$ cat src/rtl/fifo_pkg.sv
// Shared async-FIFO helpers: Gray/binary conversion and depth arithmetic.
// Functions operate on PTR_MAX_W-bit values; narrower pointers are zero-extended.
package fifo_pkg;

  localparam int MAX_ADDR_WIDTH = 12;
  localparam int PTR_MAX_W      = MAX_ADDR_WIDTH + 1;

  function automatic int fifo_depth(input int addr_width);
    return 1 << addr_width;
  endfunction

  function automatic logic [PTR_MAX_W-1:0] bin2gray(input logic [PTR_MAX_W-1:0] bin);
    return bin ^ (bin >> 1);
  endfunction

  // Zero-extended high bits leave the prefix XOR unaffected.
  function automatic logic [PTR_MAX_W-1:0] gray2bin(input logic [PTR_MAX_W-1:0] gray);
    logic [PTR_MAX_W-1:0] bin;
    bin = '0;
    for (int i = 0; i < PTR_MAX_W; i++) begin
      bin[i] = ^(gray >> i);
    end
    return bin;
  endfunction

endpackage

$ cat src/rtl/wr_ptr_full_ctrl_gray2bin.sv
// Combinational Gray-to-binary decoder; shared by write- and read-side controllers.
module gray2bin_conv #(
  parameter int WIDTH = 4
) (
  input  logic [WIDTH-1:0] gray_i,
  output logic [WIDTH-1:0] bin_o
);

  // Bit i of the binary value is the XOR of all Gray bits at or above i.
  always_comb begin
    for (int i = 0; i < WIDTH; i++) begin
      bin_o[i] = ^(gray_i >> i);
    end
  end

endmodule

$ cat src/rtl/wr_ptr_full_ctrl.sv
// Write-domain pointer/status controller for an async FIFO of depth 2^ADDR_WIDTH.
// All status outputs are registered from the next-state pointer, so FULL has zero latency.
module wr_ptr_full_ctrl
  import fifo_pkg::*;
#(
  parameter int ADDR_WIDTH  = 3,
  parameter int AFULL_LEVEL = 6
) (
  input  logic                  CLK,
  input  logic                  RST,
  input  logic                  W_INC,
  input  logic                  CLR_OVF,
  input  logic [ADDR_WIDTH:0]   R_PTR_SYNC,
  output logic                  MEM_W_EN,
  output logic [ADDR_WIDTH-1:0] W_ADDR,
  output logic [ADDR_WIDTH:0]   W_PTR,
  output logic                  FULL,
  output logic                  ALMOST_FULL,
  output logic [ADDR_WIDTH:0]   W_LEVEL,
  output logic                  OVERFLOW
);

  localparam int PW    = ADDR_WIDTH + 1;
  localparam int DEPTH = fifo_depth(ADDR_WIDTH);

  logic [PW-1:0] bin_q, bin_d;
  logic [PW-1:0] gray_q, gray_d;
  logic [PW-1:0] level_q, level_d;
  logic [PW-1:0] rbin;
  logic [PW-1:0] full_match;
  logic          full_q, full_d;
  logic          afull_q, afull_d;
  logic          ovf_q, ovf_d;

  gray2bin_conv #(.WIDTH(PW)) u_rptr_dec (
    .gray_i (R_PTR_SYNC),
    .bin_o  (rbin)
  );

  assign MEM_W_EN   = W_INC & ~full_q;
  // Full when write pointer is one lap ahead: top two Gray bits inverted, rest equal.
  assign full_match = {~R_PTR_SYNC[ADDR_WIDTH:ADDR_WIDTH-1], R_PTR_SYNC[ADDR_WIDTH-2:0]};

  // NOTE: every always_comb output gets a value on every path, so no latch is inferred.
  always_comb begin
    bin_d   = bin_q + {{ADDR_WIDTH{1'b0}}, MEM_W_EN};
    gray_d  = PW'(bin2gray(PTR_MAX_W'(bin_d)));
    full_d  = (gray_d == full_match);
    level_d = bin_d - rbin;
    afull_d = (level_d >= PW'(AFULL_LEVEL));
    ovf_d   = ovf_q;
    if (W_INC && full_q) begin
      ovf_d = 1'b1;
    end else if (CLR_OVF) begin
      ovf_d = 1'b0;
    end
  end

  // NOTE: state registers use non-blocking assignments so all flops update together.
  always_ff @(posedge CLK or posedge RST) begin
    if (RST) begin
      bin_q   <= '0;
      gray_q  <= '0;
      level_q <= '0;
      full_q  <= 1'b0;
      afull_q <= 1'b0;
      ovf_q   <= 1'b0;
    end else begin
      bin_q   <= bin_d;
      gray_q  <= gray_d;
      level_q <= level_d;
      full_q  <= full_d;
      afull_q <= afull_d;
      ovf_q   <= ovf_d;
    end
  end

  assign W_ADDR      = bin_q[ADDR_WIDTH-1:0];
  assign W_PTR       = gray_q;
  assign FULL        = full_q;
  assign ALMOST_FULL = afull_q;
  assign W_LEVEL     = level_q;
  assign OVERFLOW    = ovf_q;

endmodule

$ cat config.mk
export PLATFORM = sky130hd
export DESIGN_NAME = wr_ptr_full_ctrl
export DESIGN_NICKNAME = d
export VERILOG_FILES = /design/src/rtl/fifo_pkg.sv /design/src/rtl/wr_ptr_full_ctrl_gray2bin.sv /design/src/rtl/wr_ptr_full_ctrl.sv
export SDC_FILE = /design/constraint.sdc
export NUM_CORES = 1
export LEC_CHECK = 0
export ABC_AREA = 1
export BUFFER_PORTS_ARGS = -buffer_cell sky130_fd_sc_hd__buf_2
export CORE_MARGIN = 4
export CORE_UTILIZATION = 50
export DETAILED_ROUTE_END_ITERATION = 10
export PLACE_DENSITY = 0.78
export SYNTH_ARGS = -nofsm -noshare
export SYNTH_HDL_FRONTEND = slang
export SYNTH_SLANG_ARGS = --single-unit
$ cat constraint.sdc
create_clock -name CLK -period 2.9 [get_ports CLK]
set_input_delay 0.29 -clock CLK [delete_from_list [all_inputs] [get_ports CLK]]
set_output_delay 0.29 -clock CLK [all_outputs]
set_load 0.03 [all_outputs]
== After elaboration in Yosys (flattened, before gate mapping) ==
Index checks and enable logic that the tools add are counted.

* Register bits: 15
* Input port bits: 8
* Logic and storage cells: 22

* Add/subtract/negate cells: 2
* $lt $le $gt $ge: 1
* Equality and inequality tests: 1
* Mux-type cells: 2
* Bitwise gates (word level): 4
* Reductions and logical operators: 6

{| class="wikitable"
|+ Operators by type and width
! operator !! number
|-
| 4-bit parity || 4
|-
| 4-bit by 1-bit adder with 4-bit output || 1
|-
| 4-bit == test || 1
|-
| 4-bit by 3-bit >= comparator with 1-bit output (second input constant) || 1
|-
| 4-bit subtractor || 1
|-
| 4-bit by 3-bit bitwise XOR with 4-bit output || 1
|-
| 1-bit 2-to-1 mux || 2
|-
| 2-bit NOT || 1
|-
| 2-bit nonzero test || 1
|-
| 1-bit bitwise AND || 1
|-
| 1-bit logical AND || 1
|-
| 1-bit NOT || 1
|}

== Longest topological paths before layout ==
* Depth after elaboration: 5
* Mapped depth: 13
* Depth with buffers taken out: 13

== Modules after synthesis ==
A second synthesis with hierarchy kept.

* Cell total of the unflattened synthesis: 110
* Area, all modules: 833.3 µm²

{| class="wikitable"
|+ By module, submodules not included
! module !! times used !! cells an instance !! area each (µm²) !! seq. area each (µm²)
|-
| wr_ptr_full_ctrl || 1 || 89 || 743.2 || 350.3
|-
| gray2bin_conv || 1 || 21 || 90.1 || 0.0
|}

== Least setup slack after synthesis ==
OpenSTA, ideal clock, no wires.

* Path kind: register -> register
* From: register full_q (netlist: FULL)
* To: register afull_q (netlist: ALMOST_FULL)
* Library setup time: 126 ps
* Arrival: 2,387 ps
* Slack: 387 ps
* Cell stages (with the launch flop): 12
* Buffers on the path: 0
* Clock period less this slack: 2,513 ps
* Cell sequence: dfrtp_1 nor2_1 ha_1 ha_1 inv_1 nand2_1 nand2_1 ha_1 a21oi_1 inv_1 nand3_1 nand3_1

* Word-level cells in the longest chain between the ends: 5

{| class="wikitable"
|+ Ends and longest elaborated chain
! element !! RTL line !! text
|-
| start: declaration || wr_ptr_full_ctrl.sv:31 || <nowiki>logic full_q, full_d;</nowiki>
|-
| start signal: assignment || wr_ptr_full_ctrl.sv:72 || <nowiki>full_q <= full_d;</nowiki>
|-
| 1-bit NOT || wr_ptr_full_ctrl.sv:40 || <nowiki>assign MEM_W_EN = W_INC & ~full_q;</nowiki>
|-
| 1-bit bitwise AND || wr_ptr_full_ctrl.sv:40 ||
|-
| named net MEM_W_EN || wr_ptr_full_ctrl.sv:14 || <nowiki>output logic MEM_W_EN,</nowiki>
|-
| 4-bit by 1-bit adder with 4-bit output || wr_ptr_full_ctrl.sv:46 || <nowiki>bin_d = bin_q + {{ADDR_WIDTH{1'b0}}, MEM_W_EN};</nowiki>
|-
| named net bin_d[2] || wr_ptr_full_ctrl.sv:26 || <nowiki>logic [PW-1:0] bin_q, bin_d;</nowiki>
|-
| 4-bit subtractor || wr_ptr_full_ctrl.sv:49 || <nowiki>level_d = bin_d - rbin;</nowiki>
|-
| 4-bit by 3-bit >= comparator with 1-bit output || wr_ptr_full_ctrl.sv:50 || <nowiki>afull_d = (level_d >= PW'(AFULL_LEVEL));</nowiki>
|-
| named net afull_d || wr_ptr_full_ctrl.sv:32 || <nowiki>logic afull_q, afull_d;</nowiki>
|-
| end signal: assignment || wr_ptr_full_ctrl.sv:73 || <nowiki>afull_q <= afull_d;</nowiki>
|-
| end: declaration || wr_ptr_full_ctrl.sv:32 ||
|}

The timed path passes the listed nets, and every way through them passes these cells.
A chain may end at the register's enable or synchronous reset.

== Worst setup path in the final report ==
* From: register full_q (netlist: FULL)
* To: register afull_q (netlist: ALMOST_FULL)

* Word-level cells in the longest chain between the ends: 5

{| class="wikitable"
|+ Ends and longest elaborated chain
! element !! RTL line
|-
| 1-bit NOT || wr_ptr_full_ctrl.sv:40
|-
| 1-bit bitwise AND || wr_ptr_full_ctrl.sv:40
|-
| 4-bit by 1-bit adder with 4-bit output || wr_ptr_full_ctrl.sv:46
|-
| named net bin_d[2] || wr_ptr_full_ctrl.sv:26
|-
| 4-bit subtractor || wr_ptr_full_ctrl.sv:49
|-
| 4-bit by 3-bit >= comparator with 1-bit output || wr_ptr_full_ctrl.sv:50
|-
| named net afull_d || wr_ptr_full_ctrl.sv:32
|}

The timed path passes the listed nets, and every way through them passes these cells.

==> metrics.txt <==
Yosys reg bits=14; CTS Hold Bufs=0; post-synthesis sequential area ratio=46.1%; warnings from Yosys=0; Tot GR Track Use=14.8%; largest net degree at the start of global routing=15; Ports=23; min Tclk post-route=2160 ps; status=finished clean; Worst-path clk slew=90 ps; CP max stage delay=390 ps; Rel. slew slack=65.0%; Layout Nets=131; Slew @ Worst Pin=524 ps; RSZ-0062 raised after global routing=false; via-per-instance ratio=4.98; final hold violations=0; Post-CTS Setup Bufs=0; Port Buffers=22; skew final=5.46 ps; CP Max Fanout=5; critical path data required time=3060 ps; critical path's slowest cell=dfrtp_1; most frequent cells in the layout=nand2_1, buf_2, inv_1, dfrtp_1, nand3_1; worst reg2reg setup slack=740 ps; Slew Limit Fails=0; wire length per cell=10.8 um; first-pass GRT wire length=2320 um; TNS Setup=0 ps; worst path cell trace=nor2_1 -> ha_1 -> ha_1 -> inv_1 -> nand2_1 -> nand2_1 -> ha_1 -> a21oi_1 -> inv_1 -> nand3_1 -> nand3_1; Die W=47.0 um; fmax=0.462 GHz; DRT antenna net count=0; CTS max path bufs=2; synth unique cells=15; die height=47.0 um; Total Routed Length=1410 um; placed cell count=127; Vias=653; vias in the first global route=604; Util after Layout=67.8%; Critical Path Source=FULL$_DFF_PP0_; gpl congestion=0.811; critical path's most frequent cell=ha_1; Critical Path AT=2320 ps; CTS H-tree depth=1; Clock Root Buffer=clkbuf_4; most common cell after layout, fill and taps aside=nand2_1; total of max-cap violations=0; cts bufs inserted=3; average footprint of a synthesized cell=8.45 um^2; # setup viols final=0; Final Non-Filler Cells=131; Die Area=0.00221 mm^2; initial antenna violation count=0; CTS tree=yes; Initial DRT Pass Iterations=4; Mapped Area=761 um^2; CTS sink cnt=14; drt first-iter violations=15; Synth Instances=90; share of cells above drive strength 1=24.1%; Filler Cell Count=120; row cnt=13; DP HPWL=1150 um; number of diodes=0; Clk Latency, worst-skew pair=270 ps; crit start category=flop; Synth-to-Final Area Change=21.7%; syn_nets=104; worst r2r src=FULL$_DFF_PP0_; Residual DRC=0; total congestion overflow=0; Post-CTS Resized=0; worst min path class=input port to async pin; worst setup path class=flop to flop; storage element area=350 um^2; Worst setup EP type=flop; core area=0.00137 mm^2; final worst path period share=74.6%; starting density of the core=55.7%; multi-input combinational cell area=335 um^2
==> cell type report <==
type                            instances  share of cell area (%)
Inverter                               20                    8.11
Timing Repair Buffer                   22                    11.9
Multi-Input combinational cell         56                    36.2
Tap cell                               15                    2.03
Clock buffer                            4                    3.92
Sequential cell                        14                    37.8
==> logic make-up after synthesis <==
logic type,after synthesis,synth area share (%)
xor+xnor,5,7.73
simple gates,42,23.2
compound gates,3,2.30
fa+ha+maj,6,10.9
buf+inv,20,9.87
flops,14,46.1
==> critical path: cells and delay by family, from the launching register on <==
family | cells | cell delay, ps
AND/OR/NAND/NOR | 5 | 500
buffers and inverters | 2 | 120
flip-flops | 1 | 390
AO/OA/AOI/OAI | 1 | 210
adder cells (fa/ha/maj) | 3 | 820
==> per-stage QoR <==
step	instance area, um^2	hold slack, ps	worst slack (ps)
after floorplan	761	179	387
after global placement	890	359	832
after detailed placement	890	361	743
after CTS	926	57.4	746
after global routing	926	86.2	565
final	926	32.6	737
==> layer usage <==
layer | part of all wire [%] | vias to the layer above | GRT usage (%)
met1 | 41 | 298 | 18.0
met4 | 0 | 0 | 4.97
met2 | 51 | 29 | 26.6
met3 | 8.2 | 0 | 2.30
li1 | - | 326 | -
met5 | 0 | - | 0
==> flip-flops by register name, summed over array words and instances (netlist names) <==
signal	cells
OVERFLOW	1
ALMOST_FULL	1
W_PTR	3
FULL	1
W_LEVEL	4
bin_q	4
==> final timing paths <==
| check | end | cells after the start |
|---|---|---|
| min in group CLK | OVERFLOW$_DFFE_PP0P_ | 2 |
| hold / removal | W_PTR[0]$_DFF_PP0_ | 2 |
| max in group asynchronous | W_LEVEL[3]$_DFF_PP0_ | 2 |
| setup reg to reg | ALMOST_FULL$_DFF_PP0_ | 11 |
| setup / recovery | ALMOST_FULL$_DFF_PP0_ | 11 |
| hold reg to reg | OVERFLOW$_DFFE_PP0P_ | 2 |
==> Yosys cell counts <==
cell type	n	area [um^2]
o21ai_0	1	5.00
ha_1	5	62.6
xnor2_2	1	16.3
a21oi_1	1	5.00
fa_1	1	20.0
nor2_1	3	11.3
nand3_1	11	55.1
xor2_1	2	17.5
xnor2_1	1	8.76
o21bai_1	1	7.51
nand4_1	2	12.5
dfrtp_1	14	350
xor2_2	1	16.3
inv_1	20	75.1
nand2_1	26	97.6
Power is left out: the tool's default activity adds up to more than one toggle a clock period on the data nets, which glitch-free logic cannot reach.
